<file path="src/rtl/snes_controller_emulator.sv">
// SNES controller responder: answers an external poller's latch/clk with a 12-button
// snapshot on an active-low serial line, with abort, timeout and frame accounting.
module snes_controller_emulator #(
   parameter int SYNC_STAGES    = 2,
   parameter int TIMEOUT_CYCLES = 50000
) (
   input  logic        i_clk_50,
   input  logic        i_reset,
   input  logic        i_controller_latch,
   input  logic        i_controller_clk,
   input  logic [11:0] i_buttons,
   output logic        o_controller_dout,
   output logic        o_busy,
   output logic        o_frame_done,
   output logic [15:0] o_poll_count
);

   localparam int TW = $clog2(TIMEOUT_CYCLES + 1);
   localparam logic [TW-1:0] TIMER_LAST = TW'(TIMEOUT_CYCLES - 1);

   typedef enum logic [1:0] {
      ST_IDLE  = 2'd0,
      ST_LOAD  = 2'd1,
      ST_SHIFT = 2'd2
   } state_t;

   logic [SYNC_STAGES-1:0] r_latch_sync;
   logic [SYNC_STAGES-1:0] r_clk_sync;
   logic                   r_latch_d;
   logic                   r_clk_d;
   logic                   r_latch_rise;
   logic                   r_latch_fall;
   logic                   r_clk_rise;
   logic                   w_latch_s;
   logic                   w_clk_s;
   logic [15:0]            w_snap;

   state_t                 r_state;
   logic [15:0]            r_shreg;
   logic                   r_dout;
   logic                   r_busy;
   logic                   r_frame_done;
   logic [15:0]            r_poll_count;
   logic [TW-1:0]          r_timer;
   logic [4:0]             r_bit_idx;

   assign w_latch_s = r_latch_sync[SYNC_STAGES-1];
   assign w_clk_s   = r_clk_sync[SYNC_STAGES-1];
   // Line levels: upper four ID bits always read released, buttons inverted to active-low.
   assign w_snap    = {4'b1111, ~i_buttons};

   // Synchronizers plus registered edge pulses; the clk chain resets high to match its idle level.
   always_ff @(posedge i_clk_50 or posedge i_reset) begin
      if (i_reset) begin
         r_latch_sync <= '0;
         r_clk_sync   <= '1;
         r_latch_d    <= 1'b0;
         r_clk_d      <= 1'b1;
         r_latch_rise <= 1'b0;
         r_latch_fall <= 1'b0;
         r_clk_rise   <= 1'b0;
      end else begin
         r_latch_sync <= {r_latch_sync[SYNC_STAGES-2:0], i_controller_latch};
         r_clk_sync   <= {r_clk_sync[SYNC_STAGES-2:0], i_controller_clk};
         r_latch_d    <= w_latch_s;
         r_clk_d      <= w_clk_s;
         r_latch_rise <= w_latch_s & ~r_latch_d;
         r_latch_fall <= ~w_latch_s & r_latch_d;
         r_clk_rise   <= w_clk_s & ~r_clk_d;
      end
   end

   // Protocol state machine with registered serial data, status and frame counter.
   always_ff @(posedge i_clk_50 or posedge i_reset) begin
      if (i_reset) begin
         r_state      <= ST_IDLE;
         r_shreg      <= 16'hFFFF;
         r_dout       <= 1'b1;
         r_busy       <= 1'b0;
         r_frame_done <= 1'b0;
         r_poll_count <= 16'd0;
         r_timer      <= '0;
         r_bit_idx    <= 5'd0;
      end else begin
         r_frame_done <= 1'b0;
         case (r_state)
            ST_IDLE: begin
               r_timer   <= '0;
               r_bit_idx <= 5'd0;
               if (r_latch_d) begin
                  r_state <= ST_LOAD;
                  r_busy  <= 1'b1;
                  r_shreg <= w_snap;
                  r_dout  <= w_snap[0];
               end else begin
                  r_busy  <= 1'b0;
                  r_shreg <= 16'hFFFF;
                  r_dout  <= 1'b1;
               end
            end
            ST_LOAD: begin
               r_shreg <= w_snap;
               r_dout  <= w_snap[0];
               r_busy  <= 1'b1;
               if (r_latch_fall) begin
                  r_state   <= ST_SHIFT;
                  r_bit_idx <= 5'd0;
                  r_timer   <= '0;
               end else begin
                  r_state   <= ST_LOAD;
               end
            end
            ST_SHIFT: begin
               // Priority: latch re-assert, then clk edge, then timeout.
               if (r_latch_rise) begin
                  r_state   <= ST_LOAD;
                  r_shreg   <= w_snap;
                  r_dout    <= w_snap[0];
                  r_timer   <= '0;
                  r_bit_idx <= 5'd0;
               end else if (r_clk_rise) begin
                  r_timer <= '0;
                  if (r_bit_idx == 5'd15) begin
                     r_state      <= ST_IDLE;
                     r_busy       <= 1'b0;
                     r_frame_done <= 1'b1;
                     r_poll_count <= r_poll_count + 16'd1;
                     r_bit_idx    <= 5'd0;
                     r_shreg      <= 16'hFFFF;
                     r_dout       <= 1'b1;
                  end else begin
                     r_bit_idx <= r_bit_idx + 5'd1;
                     r_shreg   <= {1'b1, r_shreg[15:1]};
                     r_dout    <= r_shreg[1];
                  end
               end else if (r_timer == TIMER_LAST) begin
                  r_state   <= ST_IDLE;
                  r_busy    <= 1'b0;
                  r_timer   <= '0;
                  r_bit_idx <= 5'd0;
                  r_shreg   <= 16'hFFFF;
                  r_dout    <= 1'b1;
               end else begin
                  r_timer <= r_timer + TW'(1);
               end
            end
            default: begin
               r_state <= ST_IDLE;
               r_busy  <= 1'b0;
               r_shreg <= 16'hFFFF;
               r_dout  <= 1'b1;
            end
         endcase
      end
   end

   assign o_controller_dout = r_dout;
   assign o_busy            = r_busy;
   assign o_frame_done      = r_frame_done;
   assign o_poll_count      = r_poll_count;

endmodule

</file>
<file path="config.mk">
export PLATFORM = sky130hd
export DESIGN_NAME = snes_controller_emulator
export DESIGN_NICKNAME = d
export VERILOG_FILES = /design/src/rtl/snes_controller_emulator.sv
export SDC_FILE = /design/constraint.sdc
export NUM_CORES = 1
export LEC_CHECK = 0
export BUFFER_PORTS_ARGS = -buffer_cell sky130_fd_sc_hd__clkbuf_2
export CAP_MARGIN = 25
export CORE_MARGIN = 2
export CORE_UTILIZATION = 55
export CTS_BUF_LIST = sky130_fd_sc_hd__clkbuf_2 sky130_fd_sc_hd__clkbuf_4 sky130_fd_sc_hd__clkbuf_8
export DETAILED_ROUTE_END_ITERATION = 10
export GPL_TIMING_DRIVEN = 0
export HOLD_SLACK_MARGIN = 0.1
export PLACE_DENSITY = 0.85
export SLEW_MARGIN = 0
export SYNTH_ARGS = -nofsm -noshare
export SYNTH_HDL_FRONTEND = slang
export SYNTH_SLANG_ARGS = --single-unit
</file>
<file path="constraint.sdc">
create_clock -name i_clk_50 -period 2.85 [get_ports i_clk_50]
set_clock_uncertainty 0.05 [all_clocks]
set_input_delay 0.57 -clock i_clk_50 [delete_from_list [all_inputs] [get_ports i_clk_50]]
set_output_delay 0.57 -clock i_clk_50 [all_outputs]
set_load 0.005 [all_outputs]
</file>
==> results of run 1 <==
## state kept, by name, indices dropped and copies added, names as in the netlist
name and flops:
o_frame_done 1, r_latch_sync 2, r_bit_idx 5, o_controller_dout 1, r_timer 16, r_state 2
r_clk_sync 2, r_latch_d 1, o_poll_count 16, r_latch_fall 1, r_shreg 11, r_latch_rise 1
r_clk_rise 1, o_busy 1, r_clk_d 1
## logic make-up after synthesis
group                    Yosys count
AO/OA/AOI/OAI                     60
XOR/XNOR                          21
adder cells (fa/ha/maj)            3
buffers and inverters             18
flip-flops                        62
multiplexers                       4
AND/OR/NAND/NOR                   94
## cell usage after synthesis (3+ instances only)
| library cell | count |
|---|---|
| o21ai_0 | 4 |
| nor2_1 | 20 |
| ha_1 | 3 |
| a211oi_1 | 3 |
| nand2_1 | 13 |
| dfstp_2 | 15 |
| o31ai_1 | 4 |
| o21a_1 | 10 |
| nand4b_1 | 3 |
| nand3_1 | 16 |
| inv_1 | 6 |
| o32a_2 | 10 |
| or4_1 | 3 |
| nand4_1 | 14 |
| nor2b_1 | 3 |
| dfrtp_1 | 47 |
| clkbuf_1 | 7 |
| a21oi_1 | 9 |
| xnor2_1 | 19 |
## through the flow
step / hold WS (ns) / power, mW
floorplan: 0.281 / 1.53
global placement: 0.283 / 1.65
detailed placement: 0.301 / 1.68
CTS: 0.192 / 2.54
global route: 0.214 / 2.66
finish: 0.187 / 2.53
## where the power goes
| part | switching [mW] | leakage, nW | internal (mW) |
|---|---|---|---|
| clock network | 0.344 | 0.108 | 0.512 |
| registers | 0.0757 | 0.798 | 1.06 |
| logic | 0.300 | 0.525 | 0.239 |
| total | 0.719 | 1.43 | 1.81 |
## path summary, 6_finish.rpt
path                            slack, ns               to  depth (start not counted)
worst max-delay path                 0.55  o_poll_count[9]                          5
worst min-delay path                 0.19           o_busy                          2
worst max register to register       0.55  o_poll_count[9]                          5
worst min register to register       0.31    r_clk_sync[1]                          0
max in group asynchronous            1.94          r_clk_d                          3
min in group i_clk_50                0.25    r_clk_sync[0]                          1
## routing by layer
layer | GRT usage [%] | share of wire (%) | vias up
li1 | - | - | 1078
met1 | 28.9 | 44 | 1130
met2 | 37.8 | 51 | 58
met3 | 5.29 | 4.5 | 8
met4 | 9.64 | 1.1 | 0
met5 | 0 | 0 | -
## area by class of cell
| class | count | area share, % |
|---|---|---|
| multi-input combinational | 182 | 37.0 |
| clock inverter | 6 | 2.47 |
| inverter | 6 | 0.655 |
| timing repair buffer | 35 | 5.53 |
| clock buffer | 10 | 4.00 |
| buffer | 12 | 2.18 |
| sequential | 62 | 45.7 |
| tap | 70 | 2.55 |
## worst reg2reg max path, delay by kind of cell (launching register included)
family / cells / cell delay (ns)
flops: 1 / 0.41
simple gates: 3 / 1.31
xor+xnor: 1 / 0.17
fa+ha+maj: 1 / 0.25
==> results.yml, run 1 <==
logic_synthesis:
  synth_mux_area_share_pct: 1.45
  ys_warn_count: 0
  syn-num-nets: 281
  synth_xor_area_share_pct: 6.26
  synthAdderAreaFrac_pct: 1.28
  synthFlopType: "dfrtp_1"
  synth.yosys.seq_area_share_pct: 53.4
  synth_top_family_by_area: "simple AND/OR/NAND/NOR gates"
  synth-compound-area-share_pct: 16.4
  yosys-top-cells-area: "dfrtp_1, dfstp_2, xnor2_1, o32a_2, nand4_1"
  synth_area_leader_cell: "dfrtp_1"
  synthCells: 262
  synth.top_cell.area_share_pct: 40.0
  synth-simple-area-share_pct: 17.9
  syn_area_per_cell_um2: 11.2
  synth_seq_cells: 62
  mappedNetlistArea_um2: 2940
  synth_cell_types: 59
  synth_edf_count: 0
  synthArstFlopShare_pct: 100
floorplan:
  fp.coreArea_um2: 5140
  die_w_um: 77.1
  ioPinCount: 35
  die_height_um: 77.1
  die-area_um2: 5940
  initial_core_util_pct: 57.2
  fp-row-count: 26
drt:
  wire_per_inst_um: 15.9
  drc: 0
  first_pass_iters: 4
  drt-total-wl_mm: 6.10
  drtIter0Drc: 201
  vias_per_cell: 5.94
  ant_nets: 0
  vias: 2274
clock_tree:
  cts_tree: "yes"
  clock_sinks: 62
  clock-root-buffer: "clkbuf_8"
  clk-insertion-delay-late_ns: 0.34
  clock_path_buffers: 2
  cts_max_level: 3
  post_cts_buffers: 0
  cts_resized: 0
  cts_buffers: 9
  hold_buffers: 0
  clk_pin_slew_ns: 0.07
layout:
  fin_cells: 383
  layout-drive-gt1-share_pct: 30.0
  stdcell_area_um2: 3440
  diodes: 0
  most-common-layout-cells: "dfrtp_1, clkbuf_2, nor2_1"
  area_growth_pct: 17.0
  nNetsFinal: 327
  utilization_pct: 66.9
  multi_input_area_um2: 1270
  seq_area_um2: 1570
  nFillCells: 400
  mostFrequentLayoutCell: "dfrtp_1"
worst_hold_path:
  min_path_type: "primary input to async pin"
worst_setup_path:
  critPathRequiredTime_ns: 3.03
  path_class: "flop to flop"
  start_kind: "flop"
  startpoint: "r_bit_idx[0]"
  rr_startpoint: "r_bit_idx[0]"
  slowest_stage: "nor4_1"
  critPathArrivalTime_ns: 2.48
  cp_cell_sequence: "ha_1 > nand4b_1 > nor4_1 > nand3_1 > xnor2_1"
  cp-end-kind: "flop"
  critical_path_buf_inv_count: 0
  crit_family: "simple AND/OR/NAND/NOR gates"
  cpPeakStageDelay_ns: 0.85
  worstPathMaxFanout: 5
sta:
  setup_viol: 0
  tns_ns: 0
  post-route-period-util_pct: 80.9
  finalHoldViolCount: 0
  slew_violations: 0
  period_minus_slack_ns: 2.30
  fin_ws_ns: 0.546
  rsz0062_at_grt: "no"
  worst_pin_slew_ns: 0.914
  relSlewSlack_pct: 38.5
  fmax_mhz: 434
place:
  portBuffers: 34
  dpl_cell_area_um2: 3220
  dp_hpwl_mm: 4.18
  dp.cells: 367
  routabilityCongestion: 0.837
  post-place-ws_ns: 0.583
grt:
  antenna_found_initial: 0
  grt_usage_pct: 22.8
  grt_pass1_wl_mm: 10.6
  grt_pass1_vias: 2307
  grt_overflow: 0
  grt_max_degree: 40
run:
  maxCapViolCount: 0
power_and_ir_drop:
  ir_drop_uv: 559
  p_leak_nw: 1.43
  cellPowerDensity_nw_per_um2: 735
run_status:
  status: "complete, no violations"
No activity file was read; power rests on OpenSTA's default activity.
==> inputs of run 2 (changes only) <==
==> constraint.sdc (replaced) <==
create_clock -name i_clk_50 -period 2.4 [get_ports i_clk_50]
set_clock_uncertainty 0.05 [all_clocks]
set_input_delay 0.48 -clock i_clk_50 [delete_from_list [all_inputs] [get_ports i_clk_50]]
set_output_delay 0.48 -clock i_clk_50 [all_outputs]
set_load 0.005 [all_outputs]
==> run 2 against run 1 <==
Net effect:
- core utilization grew 0.12 points
- die area is the same
- global-route usage unchanged
- critical endpoint is now r_state[1]
- routed wire length increased by 0.98%
- critical path type unchanged
- via count decreased by 0.35%
- first-iteration DRC count decreased by 12%
- power rose by 19%
- critical path depth up 1
- highest routed layer unchanged
- design area is 0.18% higher
==> results.yml, run 2 (synthesis gave the netlist of run 1 again) <==
layout:
  mostFrequentLayoutCell: "dfrtp_1"
  nNetsFinal: 327
  diodes: 0
  area_growth_pct: 17.2
  stdcell_area_um2: 3450
  most-common-layout-cells: "dfrtp_1, clkbuf_2, nor2_1"
  layout-drive-gt1-share_pct: 30.4
grt:
  grt_usage_pct: 22.8
  grt_max_degree: 40
  grt_overflow: 0
  grt_pass1_vias: 2307
  antenna_found_initial: 0
  grt_pass1_wl_mm: 10.6
worst_setup_path:
  start_kind: "flop"
  cp-end-kind: "flop"
  rr_startpoint: "r_timer[0]"
  r2r_setup_slack_ns: 0.16
  slowest_stage: "o41a_1"
  crit_path_end: "r_state[1]"
  path_class: "flop to flop"
  cp_cell_sequence: "ha_1 > nand4_1 > o41a_1 > nand2_2 > buf_6 > o211ai_1"
  worstPathMaxFanout: 10
  ff2ff_path_depth: 6
  r2r_end: "r_state[1]"
  startpoint: "r_timer[0]"
  cpPeakStageDelay_ns: 0.56
  critPathRequiredTime_ns: 2.56
  critPathArrivalTime_ns: 2.40
floorplan:
  fp-row-count: 26
  die-area_um2: 5940
  ioPinCount: 35
  fp.coreArea_um2: 5140
  die_height_um: 77.1
  initial_core_util_pct: 57.2
  die_w_um: 77.1
place:
  dp_hpwl_mm: 4.18
  post-place-ws_ns: 0.133
  dpl_cell_area_um2: 3220
  portBuffers: 34
  routabilityCongestion: 0.837
run_status:
  status: "complete, no violations"
clock_tree:
  clock_sinks: 62
  clk-insertion-delay-late_ns: 0.35
  cts_buffers: 9
  clock-root-buffer: "clkbuf_8"
  hold_buffers: 0
  cts_max_level: 3
  cts_resized: 0
  clock_path_buffers: 2
  clk_pin_slew_ns: 0.07
  cts_tree: "yes"
  post_cts_buffers: 0
sta:
  finalHoldViolCount: 0
  worst_pin_slew_ns: 0.781
  setup_viol: 0
  fmax_mhz: 446
  period_minus_slack_ns: 2.24
  relSlewSlack_pct: 47.5
  post-route-period-util_pct: 93.4
  slew_violations: 0
  fin_ws_ns: 0.159
power_and_ir_drop:
  combPwrFrac_pct: 21.3
  cellPowerDensity_nw_per_um2: 872
  p_switching_mw: 0.857
  switching_share_pct: 28.5
  p_leak_nw: 1.43
  ir_drop_uv: 663
  p_int_mw: 2.15
  pwr-share-seq_pct: 44.8
  power_frac_clock_pct: 33.9
drt:
  drt-total-wl_mm: 6.16
  first_pass_iters: 4
  drtIter0Drc: 176
  ant_nets: 0
  vias: 2266
  drc: 0
  wire_per_inst_um: 16.1
  vias_per_cell: 5.92
worst_hold_path:
  min_path_type: "primary input to async pin"
run:
  maxCapViolCount: 0
## run 2: final cells by class
class	count	area, um^2
multi-input combinational	182	1280
clock buffer	10	138
fill	401	1690
clock inverter	6	85.1
sequential	62	1570
timing repair buffer	35	190
tap	70	87.6
inverter	6	22.5
buffer	12	75.1
## run 2: worst min path at each step
stage | slack, ns | endpoint | cells past startpoint
after global routing | 0.12 | o_busy | 2
after floorplan | 0.28 | r_latch_sync[1] | 0
after detailed placement | 0.30 | r_latch_sync[1] | 0
after global placement | 0.28 | r_latch_sync[1] | 0
after CTS | 0.10 | o_busy | 2
final | 0.09 | o_busy | 2
## run 2: through the flow
step | std cells | power, mW | util [%] | hold slack [ns] | TNS (ns)
after CTS | 383 | 3.01 | 66.9 | 0.102 | 0
final | 383 | 3.01 | 67.0 | 0.0932 | 0
after global routing | 383 | 3.16 | 67.0 | 0.124 | -0.00284
after global placement | 366 | 1.96 | 62.2 | 0.283 | -14.64
after floorplan | 262 | 1.82 | - | 0.281 | 0
after detailed placement | 367 | 1.99 | 62.6 | 0.301 | 0
## run 2: layer usage
layer,vias up,track usage (%),wire length [um]
met5,-,0,0
met4,0,9.64,77
met3,9,5.29,295
met2,55,37.8,3080
met1,1123,28.9,2710
li1,1079,-,-
## run 2: power by group through the flow
stage                     registers, mW  logic (mW)  clock network, mW
after floorplan                    1.34       0.480                  0
after global placement             1.35       0.610                  0
after detailed placement           1.36       0.635                  0
after CTS                          1.34       0.642               1.03
after global routing               1.36       0.711               1.09
final                              1.35       0.640               1.02
## run 2: critical path, delay by kind of cell (launching register included)
| family | cells | cell delay [ns] |
|---|---|---|
| AOI/OAI and AO/OA | 2 | 0.65 |
| and+or+nand+nor | 2 | 0.49 |
| DFF | 1 | 0.47 |
| adders and majority gates | 1 | 0.26 |
| buffers and inverters | 1 | 0.18 |
